**config.mk**
```make
export PLATFORM = sky130hd
export DESIGN_NAME = stopwatch_watch_cu
export DESIGN_NICKNAME = d
export VERILOG_FILES = /design/src/rtl/stopwatch_watch_cu.sv
export SDC_FILE = /design/constraint.sdc
export NUM_CORES = 1
export LEC_CHECK = 0
export ABC_AREA = 1
export BUFFER_PORTS_ARGS = -buffer_cell sky130_fd_sc_hd__buf_2
export CAP_MARGIN = 20
export CORE_MARGIN = 10
export CORE_UTILIZATION = 55
export CTS_CLUSTER_SIZE = 25
export DETAILED_ROUTE_END_ITERATION = 12
export MAX_ROUTING_LAYER = met4
export PLACE_DENSITY = 0.75
export SETUP_SLACK_MARGIN = 0.1
export SKIP_LAST_GASP = 1
export SLEW_MARGIN = 20
export SYNTH_ARGS = -nofsm -noshare
export SYNTH_HDL_FRONTEND = slang
export SYNTH_SLANG_ARGS = --single-unit
```
**constraint.sdc**
```tcl
create_clock -name clk -period 1.9 [get_ports clk]
set_clock_uncertainty 0.1 [all_clocks]
set_input_delay 0.095 -clock clk [delete_from_list [all_inputs] [get_ports clk]]
set_output_delay 0.095 -clock clk [all_outputs]
set_load 0.02 [all_outputs]
```
**src/rtl/stopwatch_watch_cu.sv**
```systemverilog
// stopwatch_watch_cu
// Control and timekeeping core between the button controller and the display
// driver. Runs a stopwatch (STOP/RUN/CLEAR) and a free-running wall-clock watch,
// both as cs/sec/min/hour counter chains advanced by a centisecond tick.
//
// Ports:
//   clk        system clock, rising edge
//   reset      asynchronous, active-low
//   sw_mode    0: run/clear active, 1: sec/min/hour active
//   run/clear  single-cycle stopwatch pulses
//   sec/min/hour  single-cycle watch field increment pulses
//   sw_running 1 while stopwatch is in RUN
//   sch_*      stopwatch time (cs 7b, sec 6b, min 6b, hour 5b)
//   wch_*      watch time     (cs 7b, sec 6b, min 6b, hour 5b)
//
// state   | meaning
// --------+---------------------------------------------------------
// S_STOP  | stopwatch halted, divider and time frozen
// S_RUN   | divider counting, time advances on each tick
// S_CLEAR | single cycle, zero divider and stopwatch time
module stopwatch_watch_cu #(
   parameter int TICK_DIV      = 1_000_000,
   parameter int WCH_HOUR_INIT = 12
) (
   input  logic       clk,
   input  logic       reset,
   input  logic       sw_mode,
   input  logic       run,
   input  logic       clear,
   input  logic       sec,
   input  logic       min,
   input  logic       hour,
   output logic       sw_running,
   output logic [6:0] sch_cs,
   output logic [5:0] sch_sec,
   output logic [5:0] sch_min,
   output logic [4:0] sch_hour,
   output logic [6:0] wch_cs,
   output logic [5:0] wch_sec,
   output logic [5:0] wch_min,
   output logic [4:0] wch_hour
);

   localparam int DIV_W = $clog2(TICK_DIV);
   localparam logic [DIV_W-1:0] DIV_LAST = DIV_W'(TICK_DIV - 1);

   typedef enum logic [1:0] {S_STOP, S_RUN, S_CLEAR} state_t;

   typedef struct packed {
      logic [4:0] hour;
      logic [5:0] min;
      logic [5:0] sec;
      logic [6:0] cs;
   } tod_t;

   localparam tod_t WCH_RESET = '{hour: 5'(WCH_HOUR_INIT), min: 6'd0, sec: 6'd0, cs: 7'd0};

   function automatic tod_t tod_tick(input tod_t t);
      tod_t n;
      n = t;
      if (t.cs != 7'd99) begin
         n.cs = t.cs + 7'd1;
      end else begin
         n.cs = 7'd0;
         if (t.sec != 6'd59) begin
            n.sec = t.sec + 6'd1;
         end else begin
            n.sec = 6'd0;
            if (t.min != 6'd59) begin
               n.min = t.min + 6'd1;
            end else begin
               n.min  = 6'd0;
               n.hour = (t.hour == 5'd23) ? 5'd0 : t.hour + 5'd1;
            end
         end
      end
      return n;
   endfunction

   state_t           state_q, state_d;
   logic             sw_running_q, sw_running_d;
   logic [DIV_W-1:0] sw_div_q, sw_div_d;
   logic [DIV_W-1:0] wch_div_q, wch_div_d;
   logic             pend_q, pend_d;
   tod_t             sch_q, sch_d;
   tod_t             wch_q, wch_d;

   logic run_g, clear_g, sec_g, min_g, hour_g;
   logic adj, wch_tick, wch_due;

   assign run_g   = run   & ~sw_mode;
   assign clear_g = clear & ~sw_mode;
   assign sec_g   = sec   &  sw_mode;
   assign min_g   = min   &  sw_mode;
   assign hour_g  = hour  &  sw_mode;

   always_comb begin
      state_d  = state_q;
      sw_div_d = sw_div_q;
      sch_d    = sch_q;
      case (state_q)
         S_STOP: begin
            if (clear_g) begin
               state_d = S_CLEAR;
            end else if (run_g) begin
               state_d = S_RUN;
            end
         end
         S_RUN: begin
            if (run_g) begin
               state_d = S_STOP;
            end
            if (sw_div_q == DIV_LAST) begin
               sw_div_d = '0;
               sch_d    = tod_tick(sch_q);
            end else begin
               sw_div_d = sw_div_q + DIV_W'(1);
            end
         end
         S_CLEAR: begin
            state_d  = S_STOP;
            sw_div_d = '0;
            sch_d    = '0;
         end
         default: state_d = S_STOP;
      endcase
      sw_running_d = (state_d == S_RUN);
   end

   // An adjust wins the cycle; a coincident tick waits one cycle in pend_q.
   always_comb begin
      wch_tick  = (wch_div_q == DIV_LAST);
      wch_div_d = wch_tick ? '0 : wch_div_q + DIV_W'(1);
      adj       = sec_g | min_g | hour_g;
      wch_due   = wch_tick | pend_q;
      pend_d    = adj & wch_due;
      wch_d     = wch_q;
      if (adj) begin
         if (sec_g)  wch_d.sec  = (wch_q.sec  == 6'd59) ? 6'd0 : wch_q.sec  + 6'd1;
         if (min_g)  wch_d.min  = (wch_q.min  == 6'd59) ? 6'd0 : wch_q.min  + 6'd1;
         if (hour_g) wch_d.hour = (wch_q.hour == 5'd23) ? 5'd0 : wch_q.hour + 5'd1;
      end else if (wch_due) begin
         wch_d = tod_tick(wch_q);
      end
   end

   always_ff @(posedge clk or negedge reset) begin
      if (!reset) begin
         state_q      <= S_STOP;
         sw_running_q <= 1'b0;
         sw_div_q     <= '0;
         wch_div_q    <= '0;
         pend_q       <= 1'b0;
         sch_q        <= '0;
         wch_q        <= WCH_RESET;
      end else begin
         state_q      <= state_d;
         sw_running_q <= sw_running_d;
         sw_div_q     <= sw_div_d;
         wch_div_q    <= wch_div_d;
         pend_q       <= pend_d;
         sch_q        <= sch_d;
         wch_q        <= wch_d;
      end
   end

   assign sw_running = sw_running_q;
   assign sch_cs     = sch_q.cs;
   assign sch_sec    = sch_q.sec;
   assign sch_min    = sch_q.min;
   assign sch_hour   = sch_q.hour;
   assign wch_cs     = wch_q.cs;
   assign wch_sec    = wch_q.sec;
   assign wch_min    = wch_q.min;
   assign wch_hour   = wch_q.hour;

endmodule

```
* After elaboration in Yosys (flattened, before gate mapping)
Index checks and enable logic that the tools add are counted.
Widths: inputs -> output; s select.
** Storage, ports and cells
- Memories kept :: 0
- Bits in writable memories :: 0
- Register bits :: 92
- Bits in read-only memories :: 0
- Latch bits :: 0
** Cells by class
- Eq/ne operators :: 25
- Order comparisons :: 0
- Multiplexer cells :: 30
- Div/mod/pow operators :: 0
- Multipliers :: 0
- Bitwise logic cells :: 11
- Add/sub/neg operators :: 10
- Shift-type cells :: 0
- Reductions and logical operators :: 11
** Operators with widths (count)
- $mux 17 :: 3
- $mux 24 :: 2
- $mux 6 :: 8
- $pmux 24 s2 :: 1
- $add 20x1->20 const B :: 2
- $eq 20x20->1 const B :: 2
- $mux 20 :: 2
- $pmux 20 s2 :: 1
- $mux 5 :: 5
- $add 6x1->6 const B :: 4
- $ne 6x6->1 const B :: 4
- $mux 11 :: 2
- $ne 2x2->1 const B :: 10
- $add 7x1->7 const B :: 2
- $mux 7 :: 2
- $ne 7x7->1 const B :: 2
- $eq 6x6->1 const B :: 2
- $add 5x1->5 const B :: 2
- $eq 5x5->1 const B :: 2
- $reduce_and 5->1 :: 2
- $reduce_and 4->1 :: 2
- $and 1x1->1 :: 6
- $mux 2 :: 3
- $reduce_and 3->1 :: 2
- other kinds (8) :: 14

* Depth between registers and ports, before layout
- Depth after elaboration :: 7
- Gate-level depth with buffers :: 11

* Worst setup path before layout
Ideal clock, no wire load.
- Kind :: register to register
- From :: reg sch_q, in the netlist sch_cs[0]
- To :: reg sch_q, in the netlist sch_sec[2]
- Required time :: 1.679 ns
- Arrival time :: 1.660 ns
- Period minus slack after synthesis :: 1.881 ns
- Stages on the path, launching flop included :: 10
- Setup time :: 0.121 ns
- Setup slack :: 0.019 ns
- Path through :: dfrtp_1 -> ha_1 -> inv_1 -> nor3_1 -> nand3_1 -> a21oi_4 -> nand2_1 -> buf_2 -> nand2_1 -> o21ai_1
** Between the ends
- Word-level cells in the longest chain between the ends :: 3
** Ends and longest elaborated chain
- start: declaration :: line 85 : tod_t sch_q, sch_d;
- start signal: assignment :: line 162 : sch_q <= sch_d;
- $ne 7x7->1 :: line 61 : if (t.cs != 7'd99) begin
- $ne 2x2->1 (no source line)
- $reduce_and 3->1 (no source line)
Every way passes these cells.
A chain may end at the register's enable or synchronous reset.

* Worst setup path after layout
- From :: reg sw_div_q[0]
- To :: reg sch_q, in the netlist sch_min[0]
** Between the ends
- Word-level cells in the longest chain between the ends :: 3
** Ends and longest elaborated chain
- start: declaration :: line 82 : logic [DIV_W-1:0] sw_div_q, sw_div_d;
- start signal: assignment :: line 159 : sw_div_q <= sw_div_d;
- $eq 20x20->1 :: line 113 : if (sw_div_q == DIV_LAST) begin
- $ne 2x2->1 (no source line)
- $reduce_and 4->1 (no source line)
Every way passes these cells.

==> results by group <==
Status
  – Status: complete, no violations

Clocking
  – CTS root buf: clkbuf_8
  – CTS max path bufs: 2
  – CTS Sinks: 92
  – Clock Latency Late Sink: 0.38 ns
  – Reg clk slew, reported paths: 0.10 ns
  – CTS tree: built
  – CTS Buf Count: 9
  – H-tree levels: 3

STA
  – F_max: 586 MHz
  – Worst Slack Setup Final: 0.195 ns
  – Worst-margin pin slew: 0.410 ns
  – Final setup viols: 0
  – Slew Limit Fails: 0
  – Final Cycle Share: 0.898
  – Hold Vio Cnt, Final: 0
  – RSZ-0062 raised after global routing: yes
  – Post-route minimum period: 1.71 ns
  – Worst hold slack: 0.0186 ns
  – Slew headroom: 0.727

Worst setup path
  – Crit-path cells: ha_4, nand4_1, nor2_1, nand3_2, nand2_4, buf_4, nand3_4, nand2_1, nand2_1
  – CP top delay family: simple AND/OR/NAND/NOR gates
  – Slowest cell delay on critical path: 0.41 ns
  – CP required: 2.07 ns
  – RR Endpoint: sch_min[0]$_DFFE_PN0P_
  – Crit path launch type: flip-flop
  – Setup CP Type: reg -> reg
  – Critical path data arrival time: 1.88 ns
  – Worst R2R Setup Slack: 0.19 ns
  – Reg2reg start: sw_div_q[0]$_DFFE_PN0P_
  – R2R depth: 9
  – CP bufs+invs: 1
  – CP dominant cell by count: nand2_1
  – CP endpoint kind: flip-flop
  – CP max stage cell: dfrtp_1
  – Critical-path maximum fanout: 7

Yosys
  – Mean post-synth cell area: 7.35 um^2
  – Seq cells post-synth: 92
  – Synthesized instance count: 748
  – Synth Area in Compound Gates: 0.0674
  – Share of the synthesized area in the top cell type: 0.410
  – Mux cell area share after synthesis: 0
  – Area share of fa/ha/maj cells after synthesis: 0.0296
  – Async set or reset register ratio after synthesis: 1.00
  – Combinational family with the most area after synthesis: simple AND/OR/NAND/NOR gates
  – Prevailing post-synth register cell: dfrtp_1
  – Biggest area consumer among synthesized cells: dfrtp_1
  – Syn nets: 769
  – Post-Synth Simple-Gate Area: 0.362
  – Post-synthesis xor/xnor area fraction: 0.0478
  – Post-synthesis cell type count: 39
  – Sequential share of the synthesized area: 0.419
  – Most frequent cells after synthesis: nand2_1 (209), dfrtp_1 (90), nor2_1 (89)
  – Count leader, synth: nand2_1
  – Total number of yosys warnings: 0
  – Post-synth EDFFs: 0
  – Post-synthesis cell area: 5500 um^2
  – Synth top area cells: dfrtp_1 (41%), nand2_1 (14%), nor2_1 (6.1%)

Power
  – Switching fraction of total power: 0.439
  – Leak Pwr: 0.00339 uW
  – Internal Power: 4130 uW
  – Psw: 3220 uW
  – Combinational fraction of design power: 0.440
  – Clock share of power: 0.187
  – Max VDD drop: 0.683 mV
  – Pwr Density: 1100 nW/um^2
  – Power share of the sequential group: 0.374

Min path
  – Hold Path Class: in -> reg
  – Hold Crit Depth: 4
  – Hold worst-path end: state_q[1]$_DFF_PN0_
  – Min-delay src: run

Routing
  – Drt initial violations: 311
  – Via-to-Cell Ratio: 5.38
  – Via count: 5,356
  – Antenna Nets Post-Route: 0
  – Drc violations: 0
  – DR WL/cell: 14.3 um
  – DRT Pass-1 Iters: 7
  – Total wire length: 14,200 um

Place
  – Cells after DPL: 960
  – Pre-CTS setup slack: -0.0222 ns
  – Hpwl dp: 10,600 um
  – IO Port Bufs: 56
  – GPL Wtd Cong: 0.931

Die
  – Die height: 120 um
  – Initial Utilization: 0.562
  – Core Region: 9770 um^2
  – Die area: 14,400 um^2
  – I/O pin count: 57
  – Die W: 120 um
  – Number of cell rows: 36

Global route
  – Grt peak-use layer: met2
  – Global routing usage on met2: 0.338
  – Grt met3 use: 0.0380
  – First-pass GRT wire length: 24,200 um
  – Largest net degree at the start of global routing: 43
  – Grt ovf: 0
  – Initial antenna violation count: 0
  – Grt met1 use: 0.247
  – Number of global-route vias before repair: 5,213
  – Total GRT Usage: 0.204

Cells and area
  – Nets@finish: 879
  – Syn-to-layout area delta: 21.9%
  – Finished Layout Cells: 996
  – Fillers: 805
  – Antenna Cells: 0
  – Layout cells sized above 1: 0.226

Run
  – # Max-Cap Violations: 0
sequential cells by signal (all words and copies together) (netlist names), 6 cells and up:
signal	count
sw_div_q	20
wch_min	6
wch_div_q	20
sch_cs	7
sch_min	6
sch_sec	6
wch_sec	6
wch_cs	7
stage by stage:
stage | util | cell area [um^2] | setup TNS [ns] | total power [uW]
5_1_grt | 0.685 | 6700 | 0 | 7890
6_report | 0.685 | 6700 | 0 | 7350
3_3_place_gp | 0.631 | 6170 | 0 | 5550
3_5_place_dp | 0.631 | 6170 | -0.0338 | 5650
4_1_cts | 0.662 | 6470 | 0 | 7130
2_1_floorplan | - | 5510 | 0 | 4630
power by group through the flow:
stage	registers [uW]	logic, uW	clock network, uW
detailed placement	2780	2880	0
global placement	2750	2800	0
floorplan	3030	1600	0
CTS	2730	2990	1410
finish	2750	3230	1370
global route	2810	3600	1480
area by class of cell:
cell class / instances / area, um^2 / share of cell area
timing repair buffer: 110 / 718 / 0.107
clock buffer: 10 / 128 / 0.0190
sequential: 92 / 2310 / 0.345
tap: 133 / 166 / 0.0248
clock inverter: 6 / 71.3 / 0.0106
multi-input combinational: 553 / 2960 / 0.441
inverter: 92 / 348 / 0.0519
cell families after synthesis:
kind of cell / after synthesis
xor+xnor: 30
simple gates: 443
fa+ha+maj: 13
buf+inv: 103
compound gates: 67
flops: 92
tightest hold or removal path, delay by kind of cell:
kind                   cells  cell delay [ns]
buffers and inverters      2             0.17
AOI/OAI and AO/OA          1             0.12
and+or+nand+nor            1             0.05
layer usage:
metal | routed length (um) | vias to the layer above | part of all wire
met5 | 0 | - | 0
met4 | 196 | 0 | 0.014
met3 | 693 | 20 | 0.049
met2 | 7040 | 142 | 0.50
met1 | 6270 | 2536 | 0.44
li1 | - | 2658 | -
how the worst max path moves through the flow:
| stage | start | depth (start not counted) | endpoint |
|---|---|---|---|
| after floorplan | sch_cs[0]$_DFFE_PN0P_ | 9 | sch_sec[2]$_DFFE_PN0P_ |
| after global placement | wch_div_q[0]$_DFF_PN0_ | 8 | wch_cs[6]$_DFFE_PN0P_ |
| after detailed placement | sch_cs[0]$_DFFE_PN0P_ | 8 | sch_sec[4]$_DFFE_PN0P_ |
| after CTS | sch_cs[1]$_DFFE_PN0P_ | 9 | sch_min[0]$_DFFE_PN0P_ |
| after global routing | sch_sec[3]$_DFFE_PN0P_ | 9 | sch_hour[1]$_DFFE_PN0P_ |
| final | sw_div_q[0]$_DFFE_PN0P_ | 9 | sch_min[0]$_DFFE_PN0P_ |
repair_timing:
item                                   in CTS  in global routing
setup endpoints to repair                  30                 65
setup buffers                               3                 15
endpoints found under the hold margin      92                  0
pin swaps                                   4                  9
resized for setup                          12                 33
hold buffers                                2                  0
cells in the final DEF, fill, tap and decap left out, types with 4 or more instances in the layout:
master    count
nor2_1       83
buf_4        51
o21ai_1      24
a21oi_1      12
clkbuf_8      9
nand3_4       4
dfrtp_1      83
nand2_2      11
ha_1          7
nand4_1      43
buf_2        55
nor2_2        6
xor2_1       22
o21ai_0      19
a31oi_1       5
nand3_1      43
nand2_1     200
xnor2_1       8
nand3_2       6
or2_2         4
inv_1        77
inv_2        11
nor3_1       23
dfrtp_2       7
nand3b_1      4
nor2_4        4
Note: power is estimated with default switching activity, not from simulation.
